==> src/rtl/conv_mem_arbiter.sv <==
// rtl/conv_mem_arbiter.sv - round-robin, burst-limited arbiter sharing one single-port memory between R0/R1 readers and R2 writer
module conv_mem_arbiter #(
  parameter int ADDR_W    = 8,
  parameter int DATA_W    = 8,
  parameter int MAX_BURST = 4
) (
  input  logic              clk,
  input  logic              rst,
  input  logic              req0,
  input  logic [ADDR_W-1:0] addr0,
  input  logic              req1,
  input  logic [ADDR_W-1:0] addr1,
  input  logic              req2,
  input  logic [ADDR_W-1:0] addr2,
  input  logic [DATA_W-1:0] wdata2,
  output logic [2:0]        gnt,
  output logic [DATA_W-1:0] rdata,
  output logic              rvalid,
  output logic [1:0]        rid,
  output logic              busy,
  output logic [ADDR_W-1:0] mem_addr,
  output logic [DATA_W-1:0] mem_wdata,
  output logic              mem_rd,
  output logic              mem_wr,
  input  logic [DATA_W-1:0] mem_rdata
);

  typedef enum logic {IDLE, BUSY} state_e;

  localparam logic [3:0] LAST_BEAT = 4'(MAX_BURST - 1);

  state_e      state_q, state_d;
  logic [1:0]  owner_q, owner_d;
  logic [1:0]  rr_ptr_q, rr_ptr_d;
  logic [3:0]  beat_cnt_q, beat_cnt_d;
  logic        rvalid_q;
  logic [1:0]  rid_q;

  logic [2:0]        req_vec;
  logic [1:0]        cand0, cand1, cand2, winner;
  logic              own_req;
  logic [ADDR_W-1:0] own_addr;

  function automatic logic [1:0] rr_next(input logic [1:0] p);
    return (p == 2'd2) ? 2'd0 : p + 2'd1;
  endfunction

  assign req_vec = {req2, req1, req0};

  // Candidates in round-robin order starting at rr_ptr.
  assign cand0  = rr_ptr_q;
  assign cand1  = rr_next(cand0);
  assign cand2  = rr_next(cand1);
  assign winner = req_vec[cand0] ? cand0 : (req_vec[cand1] ? cand1 : cand2);

  always_comb begin
    own_req  = 1'b0;
    own_addr = '0;
    case (owner_q)
      2'd0:    begin own_req = req0; own_addr = addr0; end
      2'd1:    begin own_req = req1; own_addr = addr1; end
      default: begin own_req = req2; own_addr = addr2; end
    endcase
  end

  always_comb begin
    state_d    = state_q;
    owner_d    = owner_q;
    rr_ptr_d   = rr_ptr_q;
    beat_cnt_d = beat_cnt_q;
    gnt        = 3'b000;
    busy       = 1'b0;
    mem_addr   = '0;
    mem_wdata  = '0;
    mem_rd     = 1'b0;
    mem_wr     = 1'b0;
    case (state_q)
      IDLE: begin
        if (|req_vec) begin
          owner_d    = winner;
          beat_cnt_d = 4'd0;
          state_d    = BUSY;
        end
      end
      BUSY: begin
        gnt      = 3'b001 << owner_q;
        busy     = 1'b1;
        mem_addr = own_addr;
        if (owner_q == 2'd2) mem_wdata = wdata2;
        if (own_req) begin
          mem_rd = (owner_q != 2'd2);
          mem_wr = (owner_q == 2'd2);
        end
        // A dropped request ends the burst without a beat; otherwise the last beat does.
        if (!own_req || beat_cnt_q == LAST_BEAT) begin
          state_d  = IDLE;
          rr_ptr_d = rr_next(owner_q);
        end else begin
          beat_cnt_d = beat_cnt_q + 4'd1;
        end
      end
      default: state_d = IDLE;
    endcase
  end

  always_ff @(posedge clk or negedge rst) begin
    if (!rst) begin
      state_q    <= IDLE;
      owner_q    <= 2'd0;
      rr_ptr_q   <= 2'd0;
      beat_cnt_q <= 4'd0;
      rvalid_q   <= 1'b0;
      rid_q      <= 2'd0;
    end else begin
      state_q    <= state_d;
      owner_q    <= owner_d;
      rr_ptr_q   <= rr_ptr_d;
      beat_cnt_q <= beat_cnt_d;
      rvalid_q   <= mem_rd;
      if (mem_rd) rid_q <= owner_q;
    end
  end

  assign rvalid = rvalid_q;
  assign rid    = rid_q;
  assign rdata  = mem_rdata;

endmodule

==> config.mk <==
export PLATFORM = sky130hd
export DESIGN_NAME = conv_mem_arbiter
export DESIGN_NICKNAME = d
export VERILOG_FILES = /design/src/rtl/conv_mem_arbiter.sv
export SDC_FILE = /design/constraint.sdc
export NUM_CORES = 1
export LEC_CHECK = 0
export CORE_UTILIZATION = 61
export CTS_CLUSTER_SIZE = 16
export DETAILED_ROUTE_END_ITERATION = 6
export DONT_BUFFER_PORTS = 1
export PLACE_DENSITY = 0.76
export SLEW_MARGIN = 20
export SYNTH_ARGS = -nofsm -noshare
export SYNTH_HDL_FRONTEND = slang
export SYNTH_SLANG_ARGS = --single-unit
export TNS_END_PERCENT = 20
==> constraint.sdc <==
create_clock -name clk -period 2 [get_ports clk]
set_input_delay 0.1 -clock clk [delete_from_list [all_inputs] [get_ports clk]]
set_output_delay 0.1 -clock clk [all_outputs]
set_load 0.02 [all_outputs]
# --- Word level (Yosys, flattened, before mapping) ---
# Cells that the tools add are included.
totals:
  mem_count: 0
  ramBits: 0
  out_inout_bits: 33
  ff_bits: 12
  latchBits: 0
  rom_bits: 0
  elab_cells: 55
  in_bits: 45
op_classes:
  reduce_logical: 7
  order_cmp: 2
  n_bitwise: 1
  n_addsub: 4
  eq_ne: 8
  div_mod_pow: 0
  n_mux: 26
  multipliers: 0
  n_shift: 1
ops:
  columns: ["operator", "n"]
  rows:
  - ["two-way mux 8 bit", 3]
  - ["one-hot mux 8 bit (2 select lines)", 1]
  - ["two-way mux 2 bit", 5]
  - ["two-way mux 1 bit", 9]
  - ["two-way mux 4 bit", 2]
  - ["one-hot mux 4 bit (2 select lines)", 1]
  - ["adder 2 x 1 -> 2 bit (second input constant)", 3]
  - ["equality test 2 bit (second input constant)", 3]
  - ["< comparator 2 x 3 -> 1 bit (second input constant)", 2]
  - ["!= test 2 bit (second input constant)", 3]
  - ["AND reduction 2 bit", 3]
  - ["adder 4 x 1 -> 4 bit (second input constant)", 1]
  - ["binary-select mux 1 bit (select 2 bit)", 2]
  - ["equality test 4 x 2 -> 1 bit (second input constant)", 1]
  - ["one-hot mux 1 bit (2 select lines)", 2]
  - ["two-way mux 3 bit", 1]
  - ["OR reduction 3 bit", 1]
  - ["left shift 1 x 2 -> 3 bit (first input constant)", 1]
  - ["equality test 2 x 1 -> 1 bit (second input constant)", 1]
  - ["logical NOT 2 bit", 1]
  - ["logical NOT 1 bit", 1]
  - ["logical OR 1 bit", 1]
  - ["inverter 1 bit", 1]

# --- Longest topological paths before layout ---
logic_depth:
  ltp_word: 6
  mapped_depth: 6

# --- Least setup slack after synthesis ---
# OpenSTA, ideal clock, no wires.
synth_path:
  path_type: "reg2reg"
  start: "register state_q"
  end: "register rvalid_q (netlist: rvalid)"
  path_stages_with_launch: 4
  period_less_slack_ns: 1.683
  slack_ns: 0.317
  setup_time_ns: 0.188
  arrival_ns: 1.495
  path_cell_list: "dfrtp_1 -> buf_2 -> clkbuf_1 -> a21boi_0"
synth_via:
  elab_chain_cells: 1
synth_lines:
  columns: ["element", "line", "source"]
  rows:
  - ["start: declaration", "32", "state_e state_q, state_d;"]
  - ["start signal: assignment", "115", "state_q <= state_d;"]
  - ["two-way mux 1 bit", "77", "case (state_q)"]
  - ["named net mem_rd", "23", "output logic mem_rd,"]
  - ["end signal: assignment", "119", "rvalid_q <= mem_rd;"]
  - ["end: declaration", "36", "logic rvalid_q;"]
# The timed path passes the listed nets, and every way through them passes these cells.
# A chain may end at the register's enable or synchronous reset.

# --- Final worst setup path ---
layout_path:
  start: "register owner_q[1]"
  end: "output mem_rd"
layout_via:
  elab_chain_cells: 4
layout_lines:
  columns: ["element", "line", "source"]
  rows:
  - ["start: declaration", "33", "logic [1:0] owner_q, owner_d;"]
  - ["start signal: assignment", "116", "owner_q <= owner_d;"]
  - ["equality test 2 x 1 -> 1 bit or logical NOT 2 bit (tied branches)", "59", "case (owner_q)"]
  - ["one-hot mux 1 bit (2 select lines)", "59", null]
  - ["two-way mux 1 bit *", "90", "if (own_req) begin"]
  - ["two-way mux 1 bit *", "77", null]
  - ["end: declaration", "23", null]
# Mark *: on every way between the ends. The rest lies on a longest branch, timed or not.

==> flow_metrics.tcl <==
set metrics [dict create \
    r2r_start "beat_cnt_q[0]" \
    outcome "complete, no violations" \
    dpl.hpwl_um 1520 \
    yosys_register_bits 12 \
    syn-cell-area_mm2 0.00102 \
    floorplan.io_pins 78 \
    synthArstFlopShare_pct 100 \
    cts.repair.resized 0 \
    cts_tree "built" \
    total_routed_wirelength_um 2070 \
    htree_num_levels 1 \
    critPathLaunchType "flop" \
    grtUsageTotal_pct 22.8 \
    finalNonFillerCells 124 \
    holdCritStartpoint "req2" \
    syn-num-nets 159 \
    critical_path_peak_fanout 19 \
    worst_slew_pin_slew_ns 0.569 \
    setup_tns_ns 0 \
    num-nets-final 155 \
    route.detailed.wl_per_inst_um 16.7 \
    total_of_max_cap_violations 0 \
    timing_worst_setup_path_type "flop to output pin" \
    final.min_clock_period_ns 1.77 \
    die_w_um 43.0 \
    power_per_cell_area_mw_per_mm2 1640 \
    layout-area-overhead-vs-synth_pct 0.733 \
    finalSetupViolCount 0 \
    number_of_buffers_added_by_the_clock_tree_synthesis_step 3 \
    critical_path_required_ns 1.90 \
    initial_utilization_pct 66.5 \
    io_buffers 0 \
    final_max_slew_viol_count 0 \
    synth-edff-count 0 \
    worst_slew_margin_rel_pct 61.8 \
    worstSetupStartpoint "owner_q[1]" \
    antenna_found_initial 0 \
    via_count_of_the_first_global_routing_pass 723 \
    clock.fmax_mhz 565 \
    drt_first_iter_violations 13 \
    clock-sinks 12 \
    number_of_inserted_diodes 0 \
    syn-instance-count 113 \
    finalHoldViolCount 0 \
    ctsRootBufferMaster "sky130_fd_sc_hd__clkbuf_4" \
    drcViolationCount 0 \
    worst_case_hold_slack_ns 0.0340 \
    die_h_um 43.0 \
    rsz_0062_raised_after_global_routing "no" \
    worstHoldPathType "input pin to flop" \
    layout-drive-gt1-share_pct 13.0 \
    route.antenna.remaining_nets 0 \
    dr.pass1.iters 4 \
    grt_pass1_wl_um 3230 \
    fraction_of_the_yosys_area_taken_by_sequential_cells_pct 29.3 \
    vdd_ir_drop_max_mv 0.841 \
    avgSynthCellArea_um2 9.07 \
    clock_latency_on_the_worst_skew_pair_ns 0.28 \
    synthesis.yosys.warnings 0 \
    finalWeightedCongestion 0.796 \
    numPlacedInstances 119 \
    core.rowCount 14 \
    die_area_mm2 0.00185 \
    nFillCells 131 \
    pin_count_of_the_biggest_net_entering_global_routing 20 \
    synth_top_flop_cell "sky130_fd_sc_hd__dfrtp_1" \
    core_ar_mm2 0.00154 \
    total_leakage_power_uw 0.000523 \
    post-layout-total-power_uw 1690 \
    detailroute.via_count 831 \
    max-clock-path-buffers 2 \
    grt_remaining_overflow 0 \
    ys_types 37 \
    drt-vias-per-instance 6.70 \
    finish.utilization_pct 67.0 \
    worst_setup_ep_type "output pin" \
    worst_ep_arrival_time_ns 1.67 \
    finalCritPeriodShare_pct 88.4 \
    worst_clock_skew_ns 0.00770 \
    clk_transition_reported_paths_ns 0.08 \
]
## stage by stage
stage | setup slack, ns | instance area (um2)
finish | 0.231 | 1030
global route | 0.0822 | 1030
CTS | 0.246 | 1030
detailed placement | 0.503 | 986
global placement | 0.539 | 986
floorplan | 0.317 | 1020
## power by group
group	switching, uW	internal, uW	total [uW]
Clock	84.6	111	195
Combinational	609	396	1010
Sequential	153	337	490
## Yosys cell counts (all sizes together) (2+ instances only)
master,instances,area share [%]
a211oi,2,1.5
a21oi,2,0.98
a31o,2,1.7
a31oi,2,1.2
and2,9,5.5
buf,14,9.4
clkbuf,2,0.73
dfrtp,12,29
inv,2,0.73
mux2,2,2.6
mux2i,12,12
nand2,12,4.4
nand2b,3,1.8
nand3b,2,1.5
nor2,3,1.1
nor2b,2,1.2
nor3b,2,2.0
o2111ai,2,2.3
o211a,8,7.8
o21ai,6,2.9
## cells by family after synthesis
kind of cell	after synthesis	share of synthesized area, %
DFF	12	29.3
muxes	14	14.3
buffers and inverters	18	10.9
and+or+nand+nor	38	20.8
AOI/OAI and AO/OA	30	23.6
adders and majority gates	1	1.22
## critical path, cell delays in order, from the launching register on
cell and delay, ns:
sky130_fd_sc_hd__dfrtp_1 0.50, sky130_fd_sc_hd__inv_1 0.13, sky130_fd_sc_hd__buf_4 0.23, sky130_fd_sc_hd__nand2_1 0.07, sky130_fd_sc_hd__a21boi_0 0.25, sky130_fd_sc_hd__buf_4 0.20
## path summary, 6_finish.rpt
path                                  to  slack [ns]  cells after the start
min in group asynchronous       cand0[1]        0.23                      1
max in group asynchronous  beat_cnt_q[1]        1.40                      1
max reg2reg                     cand0[0]        0.49                      4
min                               rvalid        0.03                      2
max                               mem_rd        0.23                      5
min reg2reg                beat_cnt_q[3]        0.51                      1
## registers in the layout, indices dropped and copies added (netlist names)
name	cells
beat_cnt_q	4
state_q	1
rvalid	1
owner_q	2
cand0	2
rid	2
## timing repair
| item | 4_1_cts | 5_1_grt |
|---|---|---|
| hold endpoints to repair | 12 | 0 |
| setup buffers | 0 | 0 |
| hold buffers | 1 | 0 |
| endpoints found under the setup margin | 0 | 0 |
## routing by layer
metal	global-route usage [%]	share of wire, %
met1	29.9	45
met2	37.0	47
met3	8.09	7.1
met4	3.64	1.0
met5	0	0
## area by class of cell
| cell class | count | area, um2 | area share [%] |
|---|---|---|---|
| Timing Repair Buffer | 7 | 55.1 | 5.33 |
| Multi-Input combinational cell | 83 | 613 | 59.4 |
| Inverter | 2 | 7.51 | 0.727 |
| Tap cell | 16 | 20.0 | 1.94 |
| Sequential cell | 12 | 300 | 29.1 |
| Clock buffer | 4 | 36.3 | 3.52 |
## placed cells by master (no fill, tap or decap)
cell / synthesis / layout
sky130_fd_sc_hd__a211oi_1: 2 / 2
sky130_fd_sc_hd__nor2b_1: 2 / 2
sky130_fd_sc_hd__o2111ai_2: 1 / 1
sky130_fd_sc_hd__inv_1: 2 / 2
sky130_fd_sc_hd__mux2i_1: 12 / 12
sky130_fd_sc_hd__o32a_1: 1 / 1
sky130_fd_sc_hd__o2bb2ai_1: 1 / 1
sky130_fd_sc_hd__mux2_2: 1 / 1
sky130_fd_sc_hd__o2111ai_1: 1 / 1
sky130_fd_sc_hd__o21ai_0: 6 / 6
sky130_fd_sc_hd__buf_4: 8 / 6
sky130_fd_sc_hd__nand3_1: 1 / 1
sky130_fd_sc_hd__a31oi_1: 2 / 2
sky130_fd_sc_hd__nor3b_2: 1 / 1
sky130_fd_sc_hd__o211a_1: 8 / 8
sky130_fd_sc_hd__nand2b_1: 3 / 3
sky130_fd_sc_hd__ha_1: 1 / 1
sky130_fd_sc_hd__or3b_1: 1 / 1
sky130_fd_sc_hd__nor3b_1: 1 / 1
sky130_fd_sc_hd__mux2_4: 1 / 1
sky130_fd_sc_hd__a21oi_1: 2 / 2
sky130_fd_sc_hd__o211ai_1: 1 / 1
sky130_fd_sc_hd__nand3b_1: 2 / 2
sky130_fd_sc_hd__nor2_1: 3 / 3
sky130_fd_sc_hd__a31o_1: 2 / 2
sky130_fd_sc_hd__dlygate4sd3_1: 0 / 1
sky130_fd_sc_hd__o41ai_1: 1 / 1
sky130_fd_sc_hd__nor3_1: 1 / 1
sky130_fd_sc_hd__clkbuf_8: 0 / 1
sky130_fd_sc_hd__or2_1: 1 / 1
sky130_fd_sc_hd__and2_1: 9 / 9
sky130_fd_sc_hd__dfrtp_1: 12 / 12
sky130_fd_sc_hd__nand2_1: 12 / 12
sky130_fd_sc_hd__a21bo_1: 1 / 1
sky130_fd_sc_hd__and4_1: 1 / 1
sky130_fd_sc_hd__clkbuf_4: 0 / 3
sky130_fd_sc_hd__a21boi_0: 1 / 1
Note: power is estimated with default switching activity, not from simulation.
